==> src/rtl/uart_pkg.sv <==
// uart_pkg: shared types and helpers for the UART transmit and receive stages.
//
// Contents:
//   parity_t    - parity mode encoding (none / even / odd).
//   tx_state_t  - transmitter frame state.
//   cnt_width() - register width needed to count 0..n-1.

package uart_pkg;

    // Parity mode. The numeric values match the integer PARITY parameter
    // used by the stages (0 = none, 1 = even, 2 = odd).
    typedef enum logic [1:0] {
        PAR_NONE = 2'd0,
        PAR_EVEN = 2'd1,
        PAR_ODD  = 2'd2
    } parity_t;

    // Transmitter frame states, in the order they appear on the line.
    typedef enum logic [2:0] {
        ST_IDLE,
        ST_START,
        ST_DATA,
        ST_PARITY,
        ST_STOP
    } tx_state_t;

    // Width of a counter that runs 0..n-1. This is never less than one bit,
    // so that a degenerate n still gives a legal vector.
    function automatic int cnt_width(input int n);
        return (n < 2) ? 1 : $clog2(n);
    endfunction

endpackage

==> src/rtl/uart_baud_counter.sv <==
// uart_baud_counter: bit-time counter shared by the UART TX and RX stages.
//
// Counts 0..CLOCKS_PER_BIT-1 while enabled and wraps to 0. The count
// returns to 0 when the stage changes state or aborts.
//
// Ports:
//   clk     - clock
//   rst_n   - asynchronous active-low reset
//   enable  - count this cycle (the owning stage is not idle)
//   clear   - synchronous return to 0; has priority over enable
//   bit_end - high in the last clock of the current bit time

module uart_baud_counter
    import uart_pkg::*;
#(
    parameter int CLOCKS_PER_BIT = 16
) (
    input  logic clk,
    input  logic rst_n,
    input  logic enable,
    input  logic clear,
    output logic bit_end
);

    localparam int            CW   = cnt_width(CLOCKS_PER_BIT);
    localparam logic [CW-1:0] LAST = CW'(CLOCKS_PER_BIT - 1);

    logic [CW-1:0] count;

    // Free-running bit-time counter. It wraps on its own at the end of each
    // bit, so a stage that stays in one state across several bits (data,
    // multiple stop bits) needs no extra clear.
    always_ff @(posedge clk or negedge rst_n) begin
        if (!rst_n) begin
            count <= '0;
        end else if (clear) begin
            count <= '0;
        end else if (enable) begin
            if (count == LAST) begin
                count <= '0;
            end else begin
                count <= count + 1'b1;
            end
        end
    end

    // Gated by enable so an idle stage never sees a spurious bit end.
    assign bit_end = enable && (count == LAST);

endmodule

==> src/rtl/uart_tx_drain.sv <==
// uart_tx_drain: drains a first-word-fall-through byte FIFO onto a UART TX line.
//
// Whenever the FIFO is non-empty and the transmitter is free, the head word
// is popped and sent as start bit, data LSB first, optional parity, and stop
// bit(s). Frames queued back to back leave no idle gap between them.
//
// Ports:
//   i_clk        - clock
//   i_rst_n      - asynchronous active-low reset
//   i_clear      - synchronous abort; drops the frame in flight
//   i_empty      - FIFO empty flag
//   i_data       - FIFO head word (valid while i_empty is low)
//   o_pop        - FIFO pop strobe (combinational)
//   o_txd        - serial line; idles high (registered)
//   o_busy       - high while a frame is in flight (registered)
//   o_frame_done - pulse in the last clock of the last stop bit

module uart_tx_drain
    import uart_pkg::*;
#(
    parameter int DATA_WIDTH     = 8,
    parameter int CLOCKS_PER_BIT = 16,
    parameter int STOP_BITS      = 1,
    parameter int PARITY         = 0
) (
    input  logic                  i_clk,
    input  logic                  i_rst_n,
    input  logic                  i_clear,
    input  logic                  i_empty,
    input  logic [DATA_WIDTH-1:0] i_data,
    output logic                  o_pop,
    output logic                  o_txd,
    output logic                  o_busy,
    output logic                  o_frame_done
);

    // Reject parameter sets the frame sequencing cannot handle.
    if (CLOCKS_PER_BIT < 2) begin : g_bad_clocks_per_bit
        $error("uart_tx_drain: CLOCKS_PER_BIT must be at least 2");
    end
    if (STOP_BITS != 1 && STOP_BITS != 2) begin : g_bad_stop_bits
        $error("uart_tx_drain: STOP_BITS must be 1 or 2");
    end
    if (PARITY < 0 || PARITY > 2) begin : g_bad_parity
        $error("uart_tx_drain: PARITY must be 0, 1 or 2");
    end

    localparam logic HAS_PARITY = (PARITY != int'(PAR_NONE));
    localparam logic ODD_PARITY = (PARITY == int'(PAR_ODD));

    // The bit index counts data bits in DATA and stop bits in STOP.
    localparam int               IDX_W     = cnt_width(DATA_WIDTH);
    localparam logic [IDX_W-1:0] LAST_DATA = IDX_W'(DATA_WIDTH - 1);
    localparam logic [IDX_W-1:0] LAST_STOP = IDX_W'(STOP_BITS - 1);

    tx_state_t             state;
    tx_state_t             state_next;
    logic [IDX_W-1:0]      bit_idx;
    logic [IDX_W-1:0]      bit_idx_next;
    logic [DATA_WIDTH-1:0] shift;
    logic [DATA_WIDTH-1:0] shift_next;
    logic                  par_bit;
    logic                  par_next;
    logic                  txd_next;
    logic                  bit_end;
    logic                  last_stop;
    logic                  pop;
    logic                  frame_done;

    // The counter restarts on every state change, so each state begins with
    // a full bit time.
    uart_baud_counter #(
        .CLOCKS_PER_BIT(CLOCKS_PER_BIT)
    ) u_baud (
        .clk    (i_clk),
        .rst_n  (i_rst_n),
        .enable (state != ST_IDLE),
        .clear  (i_clear || (state_next != state)),
        .bit_end(bit_end)
    );

    // Next-state logic. A pop may happen either from idle or in the very last
    // clock of a frame; the second case chains the next frame with no gap.
    // Abort overrides everything, including the pop.
    always_comb begin
        state_next   = state;
        bit_idx_next = bit_idx;
        shift_next   = shift;
        par_next     = par_bit;
        last_stop    = (bit_idx == LAST_STOP);
        frame_done   = (state == ST_STOP) && bit_end && last_stop && !i_clear;
        pop          = !i_empty && !i_clear &&
                       ((state == ST_IDLE) ||
                        ((state == ST_STOP) && bit_end && last_stop));

        if (i_clear) begin
            state_next   = ST_IDLE;
            bit_idx_next = '0;
        end else begin
            case (state)
                ST_IDLE: begin
                end
                ST_START: begin
                    if (bit_end) begin
                        state_next   = ST_DATA;
                        bit_idx_next = '0;
                    end
                end
                ST_DATA: begin
                    if (bit_end) begin
                        if (bit_idx == LAST_DATA) begin
                            bit_idx_next = '0;
                            state_next   = HAS_PARITY ? ST_PARITY : ST_STOP;
                        end else begin
                            bit_idx_next = bit_idx + 1'b1;
                            shift_next   = shift >> 1;
                        end
                    end
                end
                ST_PARITY: begin
                    if (bit_end) begin
                        state_next = ST_STOP;
                    end
                end
                ST_STOP: begin
                    if (bit_end) begin
                        if (last_stop) begin
                            state_next   = ST_IDLE;
                            bit_idx_next = '0;
                        end else begin
                            bit_idx_next = bit_idx + 1'b1;
                        end
                    end
                end
                default: begin
                    state_next   = ST_IDLE;
                    bit_idx_next = '0;
                end
            endcase

            if (pop) begin
                state_next   = ST_START;
                bit_idx_next = '0;
                shift_next   = i_data;
                par_next     = (^i_data) ^ ODD_PARITY;
            end
        end
    end

    // The line level is computed from the next state, so the registered
    // o_txd shows the new bit in the same clock the state enters it.
    always_comb begin
        txd_next = 1'b1;
        case (state_next)
            ST_START:  txd_next = 1'b0;
            ST_DATA:   txd_next = shift_next[0];
            ST_PARITY: txd_next = par_next;
            default:   txd_next = 1'b1;
        endcase
    end

    // Frame state and registered outputs. Reset drives the line high at once.
    always_ff @(posedge i_clk or negedge i_rst_n) begin
        if (!i_rst_n) begin
            state   <= ST_IDLE;
            bit_idx <= '0;
            shift   <= '0;
            par_bit <= 1'b0;
            o_txd   <= 1'b1;
            o_busy  <= 1'b0;
        end else begin
            state   <= state_next;
            bit_idx <= bit_idx_next;
            shift   <= shift_next;
            par_bit <= par_next;
            o_txd   <= txd_next;
            o_busy  <= (state_next != ST_IDLE);
        end
    end

    assign o_pop        = pop;
    assign o_frame_done = frame_done;

endmodule

==> config.mk <==
export PLATFORM = sky130hd
export DESIGN_NAME = uart_tx_drain
export DESIGN_NICKNAME = d
export VERILOG_FILES = /design/src/rtl/uart_pkg.sv /design/src/rtl/uart_baud_counter.sv /design/src/rtl/uart_tx_drain.sv
export SDC_FILE = /design/constraint.sdc
export NUM_CORES = 1
export LEC_CHECK = 0
export ABC_AREA = 1
export CORE_UTILIZATION = 48
export DETAILED_ROUTE_END_ITERATION = 12
export GPL_ROUTABILITY_DRIVEN = 0
export HOLD_SLACK_MARGIN = 0.02
export PLACE_DENSITY = 0.68
export SETUP_SLACK_MARGIN = 0.5
export SLEW_MARGIN = 0
export SYNTH_ARGS = -nofsm -noshare
export SYNTH_HDL_FRONTEND = slang
export SYNTH_SLANG_ARGS = --single-unit
==> constraint.sdc <==
create_clock -name i_clk -period 1.7 [get_ports i_clk]
set_input_delay 0.34 -clock i_clk [delete_from_list [all_inputs] [get_ports i_clk]]
set_output_delay 0.34 -clock i_clk [all_outputs]
set_load 0.01 [all_outputs]
==> flow_summary_export.csv, run 1 <==
group,metric,value,unit
status,run_status,"complete, but fails checks",
status,violations_in_the_final_reports,"setup timing",
global_routing,globalRouteOverflowTotal,0,
power,vdd.ir_drop.worst,0.484,mV
global_routing,initial_antenna_violation_count,0,
hold_path,worstHoldPathType,"input port to asynchronous set/reset pin",
power,finalPower,1.28,mW
yosys,yosysWarningCount,0,
floorplanning,placementRows,19,
timing,final_max_tran_viols,0,
yosys,post_synth_main_area_contributors,"dfrtp_1 (34%), nand2_1 (13%), inv_1 (6.9%)",
floorplanning,core,2830,sq um
yosys,yosys.area.top_type,"dfrtp_1",
drt,drc,0,
setup_path,reg2reg_slack,-120,ps
setup_path,worstPathRequired,1360,ps
floorplanning,io_pins,16,
setup_path,critical_path.max_fanout,2,
clock_tree,ctsHtreeMaxLevel,1,
power,pwr_density_cell,523,nW/um^2
placed_design,placed_area,1900,sq um
final_layout,area_delta_synth_final,66.7,%
setup_path,startpoint,"bit_idx[0]",
yosys,synthFlopType,"dfrtp_1",
yosys,yosysUniqueCellTypes,29,
yosys,ys_seq_elements,21,
clock_tree,cts_tree,"built",
setup_path,critical_path.reg2reg.startpoint,"bit_idx[0]",
yosys,postSynthCellCount,193,
final_layout,drive_above_1_share,51.5,%
flow_run,drv.max_cap_violation_count,0,
timing,setup_repair_after_global_routing_missed_its_margin,"true",
yosys,seq_area_frac_synth,35.9,%
timing,achievable-frequency,0.538,GHz
placed_design,detailedPlacementHpwl,2540,um
clock_tree,worst_setup_hold_path_clk_slew,140,ps
floorplanning,fp.dieW,57.3,um
drt,dr.first_iter.drc_count,22,
clock_tree,cts.sinks,21,
global_routing,pin_count_of_the_biggest_net_entering_global_routing,22,
final_layout,final_net_count,279,
clock_tree,cts-buffers-inserted,3,
yosys,number_of_nets_in_the_synthesized_netlist,209,
floorplanning,floorplan.die.height,57.3,um
timing,setup_ws,-158,ps
timing,hold_viol_final,0,
timing,slew-limit-headroom,81.2,%
floorplanning,floorplan.die_area,3290,sq um
drt,post_drt_antenna_nets,0,
global_routing,grt_first_pass_wirelength,6720,um
final_layout,final_standard_cell_area_without_fillers,2450,sq um
final_layout,nFillCells,155,
setup_path,r2r_cells,11,
timing,fin_tns_setup,-1530,ps
yosys,synth.most_common_cell,"nand2_1",
yosys,yosys-top-cells-count,"nand2_1 (51), inv_1 (27), dfrtp_1 (20)",
drt,route.detailed.vias_per_inst,5.20,
yosys,avgSynthCellArea,7.61,sq um
setup_path,worstSetupEndpoint,"o_pop",
drt,finalWirelength,4290,um
floorplanning,initial_core_util,51.9,%
placed_design,placement.io_buffers,15,
setup_path,critical_path_arrival,1520,ps
power,power_leakage,1.18,nW
yosys,synth.cell_area,1470,sq um
timing,final_critical_path_required_period,1860,ps
setup_path,timing.critical_path.to_type,"output port",
drt,drt_pass1_iterations,4,
timing,max_slew.worst_pin.slew,282,ps
clock_tree,ctsLongestPathBuffers,2,
timing,setup_violations,17,
setup_path,path_class,"flop to output port",
yosys,ys_async_sr_fraction,100,%
drt,via_count,1524,
clock_tree,clk_latency,330,ps
setup_path,worst_setup_sp_type,"flop",
clock_tree,root_buffer,"clkbuf_4",
final_layout,insertedDiodeCount,0,
timing,worst_setup_skew_after_layout,11.1,ps
drt,routedWlPerCell,14.6,um
setup_path,regToRegEndpoint,"shift[1]",
yosys,post-synth-top-area-fraction,34.1,%
timing,post-route-period-util,109,%
yosys,post_synth_edffs,0,
global_routing,grt_pass1_vias,1615,
global_routing,globalRouteTotalUtil,27.0,%
[cells by family (layout without fill, tap and decap cells)]
| family | after synthesis | in the layout | synth area share [%] |
|---|---|---|---|
| AO/OA/AOI/OAI | 19 | 19 | 9.29 |
| XOR/XNOR | 9 | 9 | 5.37 |
| adder cells (fa/ha/maj) | 4 | 4 | 3.41 |
| buffers and inverters | 33 | 102 | 8.43 |
| flip-flops | 21 | 21 | 35.9 |
| multiplexers | 1 | 1 | 0.681 |
| AND/OR/NAND/NOR | 106 | 106 | 37.0 |
[stage by stage]
stage               utilization, %  worst slack [ps]  hold WS (ps)  instances
finish                        86.6              -158           350        293
global route                  86.6              -211           393        293
CTS                           80.0              -176           351        285
detailed placement            67.3              -287           515        264
global placement              67.3              -282           514        264
floorplan                        -               236          44.4        193
[cell usage in the layout (no fill, tap or decap), drive strengths merged, types with 3 or more instances in the layout]
cell           netlist  final
xor2                 4      4
xnor2                5      5
nand2               63     63
clkbuf               0      3
clkdlybuf4s50        0     11
ha                   4      4
buf                  0     54
o21ai                6      6
o221ai               6      6
nand3               16     16
inv                 33     33
nor2                23     23
dfrtp               20     20
[routing by layer]
metal | vias to the layer above | share of wire, % | GRT usage, %
met5 | - | 0 | 0
met4 | 0 | 3.5 | 14.3
met3 | 14 | 1.9 | 4.08
met2 | 34 | 59 | 53.8
met1 | 730 | 36 | 26.2
li1 | 746 | - | -
[power breakdown]
| group | switching (mW) | internal (mW) |
|---|---|---|
| Combinational | 0.238 | 0.199 |
| Sequential | 0.0209 | 0.554 |
| Clock | 0.181 | 0.0883 |
| Total | 0.440 | 0.842 |
[registers in the layout (all words and copies together), names as in the netlist]
name          cells
shift             8
o_txd             1
par_bit           1
o_busy            1
u_baud.count      4
state             3
bit_idx           3
[repair_timing]
| item | CTS | global route |
|---|---|---|
| pin swaps | 14 | 24 |
| endpoints found under the hold margin | 0 | 0 |
| gates cloned | 0 | 0 |
| gates resized for setup | 62 | 35 |
| setup buffers | 17 | 8 |
| hold buffers | 0 | 0 |
| endpoints found under the setup margin | 25 | 24 |
[how the worst min path moves through the flow]
stage / cells after the start / end / slack (ps)
final: 2 / bit_idx[0] / 350
after global routing: 2 / shift[4] / 390
after CTS: 2 / state[0] / 350
after detailed placement: 2 / shift[7] / 510
after global placement: 2 / shift[7] / 510
after floorplan: 0 / bit_idx[0] / 40
[layout make-up]
cell class	instances	area [sq um]	share of cell area (%)
clock inverter	1	5.00	0.204
clock buffer	3	22.5	0.920
inverter	33	129	5.26
multi-input combinational	139	1110	45.3
tap	31	38.8	1.58
sequential	21	527	21.5
timing repair buffer	65	618	25.2
[critical path, cell delays in order (launching register included)]
cell and delay [ps]:
dfrtp_1 440, inv_2 90, ha_4 150, nand2_4 50, nor2_4 110, nand2_4 70
nand2_4 80, nand2_8 60, inv_4 50, buf_6 90
(Power assumes the default switching activity.)
==> run 2: changes to the inputs <==
Settings changed: HOLD_SLACK_MARGIN 0.02 to default.
==> results of run 2 <==
The final DEF is identical to that of run 1; final timing and power are the same.
